**config.mk**
```make
export PLATFORM = sky130hd
export DESIGN_NAME = hazard_ctrl
export DESIGN_NICKNAME = d
export VERILOG_FILES = /design/src/rtl/hazard_ctrl_pkg.sv /design/src/rtl/hazard_ctrl_reg_match.sv /design/src/rtl/hazard_ctrl.sv
export SDC_FILE = /design/constraint.sdc
export NUM_CORES = 1
export LEC_CHECK = 0
export BUFFER_PORTS_ARGS = -buffer_cell sky130_fd_sc_hd__clkbuf_2
export CAP_MARGIN = 40
export CORE_MARGIN = 10
export CORE_UTILIZATION = 45
export CTS_BUF_LIST = sky130_fd_sc_hd__clkbuf_8
export CTS_CLUSTER_SIZE = 40
export DETAILED_ROUTE_END_ITERATION = 12
export GPL_TIMING_DRIVEN = 1
export PLACE_DENSITY = 0.75
export SLEW_MARGIN = 30
export SYNTH_ARGS = -nofsm -noshare
export SYNTH_HDL_FRONTEND = slang
export SYNTH_HIERARCHICAL = 1
export SYNTH_SLANG_ARGS = --single-unit
```
**constraint.sdc**
```tcl
create_clock -name clk_i -period 1.7 [get_ports clk_i]
set_input_delay 0.085 -clock clk_i [delete_from_list [all_inputs] [get_ports clk_i]]
set_output_delay 0.085 -clock clk_i [all_outputs]
set_load 0.01 [all_outputs]
```
**src/rtl/hazard_ctrl_pkg.sv**
```systemverilog
// Shared pipeline definitions for the hazard unit.
// FSM encoding, NOP word and register-field width.
package hazard_ctrl_pkg;

  localparam int REG_W = 5;

  localparam logic [31:0] NOP = 32'h0000_0013;

  typedef enum logic [1:0] {
    RUN    = 2'd0,
    STALL1 = 2'd1,
    STALL2 = 2'd2
  } state_e;

endpackage

```
**src/rtl/hazard_ctrl_reg_match.sv**
```systemverilog
// Source/destination register comparator.
// x0 is hardwired zero, so it never matches.
module reg_match
  import hazard_ctrl_pkg::*;
(
  input  logic [REG_W-1:0] rs1,
  input  logic [REG_W-1:0] rs2,
  input  logic             usesRs1,
  input  logic             usesRs2,
  input  logic [REG_W-1:0] rd,
  output logic             hit
);

  logic rdLive;
  logic hit1;
  logic hit2;

  assign rdLive = (rd != '0);
  assign hit1   = usesRs1 && (rs1 == rd);
  assign hit2   = usesRs2 && (rs2 == rd);
  assign hit    = rdLive && (hit1 || hit2);

endmodule

```
**src/rtl/hazard_ctrl.sv**
```systemverilog
// Hazard detection for a branch-in-ID pipeline.
// Stalls on load-use / branch operand hazards, flushes taken branches.
module hazard_ctrl
  import hazard_ctrl_pkg::*;
#(
  parameter int CNT_W = 16
) (
  input  logic             clk_i,
  input  logic             rst_i,
  input  logic [REG_W-1:0] IFID_Rs1_i,
  input  logic [REG_W-1:0] IFID_Rs2_i,
  input  logic             IFID_UsesRs1_i,
  input  logic             IFID_UsesRs2_i,
  input  logic             IFID_Branch_i,
  input  logic             BranchTaken_i,
  input  logic             IDEX_RegWrite_i,
  input  logic             IDEX_MemRead_i,
  input  logic [REG_W-1:0] IDEX_Rd_i,
  input  logic             EXMEM_MemRead_i,
  input  logic [REG_W-1:0] EXMEM_Rd_i,
  output logic             PCWrite_o,
  output logic             IFIDWrite_o,
  output logic             Bubble_o,
  output logic             IFIDFlush_o,
  output logic [CNT_W-1:0] StallCnt_o,
  output logic [CNT_W-1:0] FlushCnt_o,
  output logic             StallErr_o
);

  localparam logic [CNT_W-1:0] CNT_ONE = CNT_W'(1);
  localparam logic [CNT_W-1:0] CNT_MAX = '1;

  state_e state;

  logic luMatch;
  logic baMatch;
  logic blMatch;
  logic luHaz;
  logic baHaz;
  logic blHaz;
  logic stall;
  logic stallLive;
  logic takenBr;

  reg_match uLuMatch (
    .rs1     (IFID_Rs1_i),
    .rs2     (IFID_Rs2_i),
    .usesRs1 (IFID_UsesRs1_i),
    .usesRs2 (IFID_UsesRs2_i),
    .rd      (IDEX_Rd_i),
    .hit     (luMatch)
  );

  reg_match uBaMatch (
    .rs1     (IFID_Rs1_i),
    .rs2     (IFID_Rs2_i),
    .usesRs1 (IFID_UsesRs1_i),
    .usesRs2 (IFID_UsesRs2_i),
    .rd      (IDEX_Rd_i),
    .hit     (baMatch)
  );

  reg_match uBlMatch (
    .rs1     (IFID_Rs1_i),
    .rs2     (IFID_Rs2_i),
    .usesRs1 (IFID_UsesRs1_i),
    .usesRs2 (IFID_UsesRs2_i),
    .rd      (EXMEM_Rd_i),
    .hit     (blMatch)
  );

  assign luHaz = IDEX_MemRead_i && luMatch;
  assign baHaz = IFID_Branch_i && IDEX_RegWrite_i && baMatch;
  assign blHaz = IFID_Branch_i && EXMEM_MemRead_i && blMatch;
  assign stall = luHaz || baHaz || blHaz;

  // Reset dominates so the decode arms stay mutually exclusive.
  assign stallLive = rst_i && stall;
  assign takenBr   = IFID_Branch_i && BranchTaken_i;

  // Pipeline control: reset freeze, stall bubble, or run with flush.
  always_comb begin
    PCWrite_o   = 1'b1;
    IFIDWrite_o = 1'b1;
    Bubble_o    = 1'b0;
    IFIDFlush_o = 1'b0;
    unique case (1'b1)
      !rst_i: begin
        PCWrite_o   = 1'b0;
        IFIDWrite_o = 1'b0;
        Bubble_o    = 1'b1;
      end
      stallLive: begin
        PCWrite_o   = 1'b0;
        IFIDWrite_o = 1'b0;
        Bubble_o    = 1'b1;
      end
      default: begin
        IFIDFlush_o = takenBr;
      end
    endcase
  end

  // Stall-depth tracker; a third consecutive stall is illegal.
  always_ff @(posedge clk_i or negedge rst_i) begin
    if (!rst_i) begin
      state      <= RUN;
      StallErr_o <= 1'b0;
    end else begin
      unique case (state)
        RUN: begin
          if (stall) state <= STALL1;
        end
        STALL1: begin
          state <= stall ? STALL2 : RUN;
        end
        STALL2: begin
          if (stall) StallErr_o <= 1'b1;
          else       state      <= RUN;
        end
        default: begin
          state <= RUN;
        end
      endcase
    end
  end

  // Saturating stall-cycle counter.
  always_ff @(posedge clk_i or negedge rst_i) begin
    if (!rst_i) begin
      StallCnt_o <= '0;
    end else if (stall && (StallCnt_o != CNT_MAX)) begin
      StallCnt_o <= StallCnt_o + CNT_ONE;
    end
  end

  // Saturating flush counter.
  always_ff @(posedge clk_i or negedge rst_i) begin
    if (!rst_i) begin
      FlushCnt_o <= '0;
    end else if (IFIDFlush_o && (FlushCnt_o != CNT_MAX)) begin
      FlushCnt_o <= FlushCnt_o + CNT_ONE;
    end
  end

endmodule

```
# --- Word level (Yosys, flattened, before mapping) ---
# Index checks and enable logic that the tools add are counted.
word_totals:
  output_inout_bits: 37
  input_bits: 29
  ff_bits: 35
  word_cells: 49
op_classes:
  n_reduce_logical: 26
  n_addsub: 2
  mux: 7
  eq_ne: 10
op_table:
  columns: ["operator", "count"]
  rows:
  - ["16-bit by 1-bit adder with 16-bit output (second input constant)", 2]
  - ["16-bit != test (second input constant)", 2]
  - ["5-bit equality test", 4]
  - ["1-bit logical AND", 15]
  - ["5-bit nonzero test", 2]
  - ["2-bit 2-to-1 mux", 3]
  - ["2-bit case mux with 3 select lines", 1]
  - ["1-bit logical OR", 4]
  - ["2-bit != test (second input constant)", 2]
  - ["2-bit AND reduction", 2]
  - ["1-bit 2-to-1 mux", 3]
  - ["2-bit by 1-bit equality test with 1-bit output (second input constant)", 1]
  - ["2-bit equality test (second input constant)", 1]
  - ["2-bit logical NOT", 1]
  - ["2-bit OR reduction", 1]
  - ["1-bit logical NOT", 1]

# --- Logic depth before layout (Yosys ltp) ---
logic_depth:
  depth_word: 11
  mapped_depth: 10
  depth_no_buf: 9

# --- By module ---
# The synthesis kept the hierarchy.
by_module_without_submodules:
  columns: ["mod", "seq_area_each_um2", "cells_per_inst", "area_each_um2", "n_inst"]
  rows:
  - ["hazard_ctrl", 875.8, 152, 1652.8, 1]
  - ["reg_match", 0.0, 17, 132.6, 3]

# --- Least setup slack after synthesis ---
# No wires, ideal clock.
synth_path:
  path_type: "input port to flip-flop"
  from: "input IDEX_Rd_i[1]"
  to: "register FlushCnt_o[14]"
  slack_ns: -0.535
  setup_time_ns: 0.125
  n_path_buf: 0
  arrival_time_ns: 2.111
  stages: 8
  required_time_ns: 1.575
  cell_sequence: "or4_1 nor2_1 a21oi_1 a22o_1 a211oi_2 and3_1 nor3b_1 mux2_2"
synth_via:
  elab_chain_cells: 11
  word_cells_on_any_way: 15
  classes_between: "eq/ne: 2; mux: 1; reduce/logical: 12"
synth_lines:
  columns: ["item", "line_no", "text"]
  rows:
  - ["start, declared", "hazard_ctrl.sv:18", "input logic [REG_W-1:0] IDEX_Rd_i,"]
  - ["5-bit equality test, on equally long branches", "hazard_ctrl_reg_match.sv:19, hazard_ctrl_reg_match.sv:20", null]
  - ["1-bit logical AND, on equally long branches", "hazard_ctrl_reg_match.sv:19, hazard_ctrl_reg_match.sv:20", null]
  - ["1-bit logical OR", "hazard_ctrl_reg_match.sv:21", "assign hit = rdLive && (hit1 || hit2);"]
  - ["1-bit logical AND (*)", "hazard_ctrl_reg_match.sv:21", null]
  - ["net baMatch", "hazard_ctrl.sv:36", "logic baMatch;"]
  - ["1-bit logical AND, on equally long branches", "hazard_ctrl.sv:72, hazard_ctrl.sv:73", null]
  - ["1-bit logical OR (*) (2 in series)", "hazard_ctrl.sv:75", "assign stall = luHaz || baHaz || blHaz;"]
  - ["1-bit logical AND (*)", "hazard_ctrl.sv:78", "assign stallLive = rst_i && stall;"]
  - ["2-bit OR reduction (no line) (*)", null, null]
  - ["1-bit 2-to-1 mux (*)", "hazard_ctrl.sv:87", "unique case (1'b1)"]
  - ["net IFIDFlush_o", "hazard_ctrl.sv:24", "output logic IFIDFlush_o,"]
  - ["1-bit logical AND (*)", "hazard_ctrl.sv:141", "end else if (IFIDFlush_o && (FlushCnt_o != CNT_MAX)) begin"]
  - ["end signal, assigned", "hazard_ctrl.sv:142", "FlushCnt_o <= FlushCnt_o + CNT_ONE;"]
  - ["end, declared", "hazard_ctrl.sv:26", "output logic [CNT_W-1:0] FlushCnt_o,"]
# Mark *: on every way through the listed nets, which the timed path passes. The rest lies on a longest branch.
# A chain may end at the register's enable or synchronous reset.

# --- Final worst setup path ---
layout_path:
  from: "input IDEX_Rd_i[4]"
  to: "register FlushCnt_o[14]"
layout_via:
  elab_chain_cells: 11
  word_cells_on_any_way: 15
  classes_between: "eq/ne: 2; mux: 1; reduce/logical: 12"
layout_lines:
  columns: ["item", "line_no"]
  rows:
  - ["5-bit equality test, on equally long branches", "hazard_ctrl_reg_match.sv:19, hazard_ctrl_reg_match.sv:20"]
  - ["1-bit logical AND, on equally long branches", "hazard_ctrl_reg_match.sv:19, hazard_ctrl_reg_match.sv:20"]
  - ["1-bit logical OR", "hazard_ctrl_reg_match.sv:21"]
  - ["1-bit logical AND (*)", "hazard_ctrl_reg_match.sv:21"]
  - ["net baMatch", "hazard_ctrl.sv:36"]
  - ["1-bit logical AND, on equally long branches", "hazard_ctrl.sv:72, hazard_ctrl.sv:73"]
  - ["1-bit logical OR (*) (2 in series)", "hazard_ctrl.sv:75"]
  - ["1-bit logical AND (*)", "hazard_ctrl.sv:78"]
  - ["2-bit OR reduction (no line) (*)", null]
  - ["1-bit 2-to-1 mux (*)", "hazard_ctrl.sv:87"]
  - ["1-bit logical AND (*)", "hazard_ctrl.sv:141"]
# Marks and branches as above.

==> out/results.txt <==
Clock network fraction of total power: 27.4%
Post-synthesis sequential area ratio: 42.71%
Worst reg2reg startpoint: FlushCnt_o[0]
Crit-path max FO: 3
Sequential share of power: 39.6%
Diodes inserted: 0
Combinational power share: 33.0%
Worst vdd ir: 0.6339 mV
Power Density: 746.1 nW/um2
Switching portion of total power: 31.25%
Critical path required time: 1.89 ns
CP bufs+invs: 2
Mapped Area: 2051 um2
Delay-heaviest family, CP: simple AND/OR/NAND/NOR gates
DIE WIDTH: 87.51 um
Max Slew Vio Count: 0
Synth warnings: 6
CP Cell Sequence: buf_6, or4_4, nor2_2, a21oi_1, a22o_1, buf_6, a211oi_4, and3_4, nor3b_4, mux2_4
Synth area leaders: dfrtp_1, xor2_1, xnor2_1
FP Rows: 24
Max Fclk: 486.0 MHz
Initial DRC count: 186
NetSw: 0.7666 mW
Post-Syn Nets: 234
Failing checks: setup timing
Setup CP Type: in2reg
WL final: 7068 um
Vias in the first global route: 2158
I/O pin count: 66
Dpl cell area: 2809 um2
Largest net degree at the start of global routing: 37
Worst r2r path cells: 7
CP dominant cell by count: buf_6
Tmin final: 2.057 ns
Share of the synthesized area in the top cell type: 42.71%
Critical path startpoint category: primary input
Sink Count: 35
CORE AREA: 4384 um2
Final setup viols: 37
Synth cell count leaders: dfrtp_1, xor2_1, xnor2_1, nand2_1, nand3_1
Post-Layout Inst Area: 3288 um2
TritonCTS buffer count: 5
Prevailing post-synth register cell: dfrtp_1
P_int: 1.687 mW
Top-count cell post-synth: dfrtp_1
Number of flops mapped to enable cells by yosys: 0
Longest Clk Path Bufs: 2
Port-buffer cells: 65
Root Buffer: clkbuf_8
GRT overflow: 0
Hold/Removal Path Class: in2async
Clock transition at path regs: 0.07 ns
Initial Utilization: 46.78%
Crit path max-delay cell type: or4_4
Tot GR Track Use: 17.21%
H-tree levels: 2
Setup TNS: -7.342 ns
First-pass GRT wire length: 10580 um
Via-to-Cell Ratio: 5.427
Slew HR: 69.94%
Crit path DAT: 2.24 ns
Hold WS: 0.3908 ns
TritonRoute pass-1 iters: 4
Tcrit/Tclk final: 121.0%
Per-cell routed wire length: 18.41 um
Die Ht: 87.51 um
Share of cells above drive strength 1: 53.92%
Nets: 362
Critical path endpoint category: flop
Syn avg cell area: 10.10 um2
Worst-skew pair later-pin latency: 0.30 ns
Ys async rst share: 100.0%
Run status: finished with violations
Cell taking the most area after synthesis: dfrtp_1
GPL Wtd Cong: 0.8494
DP Wirelength: 4587 um
LEAKAGE: 1.699 nW
Clock skew: 0.007473 ns
Final hold viol count: 0
Crit Reg-Reg Endpoint: FlushCnt_o[14]
Vias: 2084
CP max stage delay: 0.53 ns
Final ANT Viol Nets: 0
Number of synthesized register bits: 35
Distinct cells, synth: 33
Initial antenna violation count: 0
CTS tree: done
RSZ-0062 raised after global routing: true
Reg2Reg Setup Slack: -0.08 ns
Worst-margin pin slew: 0.4474 ns
Residual DRC count: 0
Setup ws final: -0.3575 ns
Max-cap violations: 0
Die area: 7657 um2
Area Growth Syn to Fin: 60.34%
Post-synthesis cell count: 203
==> flip-flops by register name (all words and copies together) (netlist names) <==
signal,flops
state,2
StallErr_o,1
StallCnt_o,16
FlushCnt_o,16
==> cell usage in the layout, fill, tap and decap left out, drive strengths merged <==
master / netlist / final
ha: 2 / 2
dlygate4sd3: 0 / 1
a22o: 1 / 1
nor3: 5 / 5
and2: 2 / 2
inv: 2 / 3
a211oi: 1 / 1
and4: 1 / 1
nor3b: 1 / 1
or4: 4 / 4
buf: 3 / 63
nand3: 16 / 16
xor2: 34 / 34
o21a: 1 / 1
nand2: 16 / 16
nand4: 11 / 11
and3: 10 / 10
nor2b: 1 / 1
xnor2: 22 / 22
clkbuf: 1 / 68
mux2: 5 / 5
nor4: 6 / 6
a21oi: 5 / 5
a22oi: 1 / 1
a21o: 1 / 1
or3b: 1 / 1
dfrtp: 35 / 35
o211ai: 1 / 1
nor2: 14 / 14
==> stage by stage <==
stage	setup slack, ns	util (%)	instances	power (mW)
after floorplan	-0.3719	-	203	1.297
after global placement	-0.5012	64.07	363	1.670
after detailed placement	-0.5621	64.07	363	1.703
after CTS	-0.2783	71.09	382	2.388
after global routing	-0.4103	75.00	384	2.583
final	-0.3575	75.00	384	2.453
==> area by class of cell <==
class,count,area (um2)
clock buffers,7,96.34
clock inverters,1,3.754
fillers,274,1096
inverters,2,7.507
multi-input cells,162,1395
flip-flops and latches,35,875.8
well taps,52,65.06
repair buffers,125,844.6
==> worst min-delay path, cell delays in order <==
cell and delay (ns):
dlygate4sd3_1 0.52, clkbuf_2 0.13, buf_4 0.39
==> worst max path at each step <==
stage,from,end,slack [ns],cells past startpoint
floorplan,IDEX_Rd_i[1],FlushCnt_o[14],-0.37,8
global placement,IDEX_Rd_i[1],StallCnt_o[1],-0.50,11
detailed placement,IDEX_Rd_i[1],StallCnt_o[1],-0.56,11
CTS,IDEX_Rd_i[4],Bubble_o,-0.28,11
global route,IDEX_Rd_i[4],Bubble_o,-0.41,11
finish,IDEX_Rd_i[4],FlushCnt_o[14],-0.36,10
==> power groups by stage <==
stage / Combinational [mW] / Sequential [mW] / Clock (mW)
floorplan: 0.227 / 1.07 / 0
global placement: 0.688 / 0.982 / 0
detailed placement: 0.714 / 0.989 / 0
CTS: 0.743 / 0.973 / 0.671
global route: 0.873 / 0.983 / 0.728
finish: 0.809 / 0.972 / 0.673
==> kinds of logic (layout without fill, tap and decap cells) <==
family / Yosys count / after routing / synth area share [%]
xor+xnor: 56 / 56 / 23.92
fa+ha+maj: 2 / 2 / 1.220
mux: 5 / 5 / 2.928
compound gates: 11 / 11 / 3.722
flops: 35 / 35 / 42.71
buf+inv: 6 / 135 / 1.708
simple gates: 88 / 88 / 23.80
==> what timing repair did <==
action,4_1_cts,5_1_grt
setup endpoints to repair,31,39
endpoints found under the hold margin,35,0
gates resized for setup,32,38
buffers inserted,9,4
pin swaps,23,24
hold buffers,1,0
cloned,1,0
==> per-layer routing <==
layer | up-vias | GRT usage, % | routed length (um)
met3 | 9 | 4.775 | 389
met1 | 1037 | 19.48 | 2823
li1 | 973 | - | -
met5 | - | 0 | 0
met4 | 0 | 5.507 | 76
met2 | 65 | 30.36 | 3778
No activity file was read; power rests on OpenSTA's default activity.
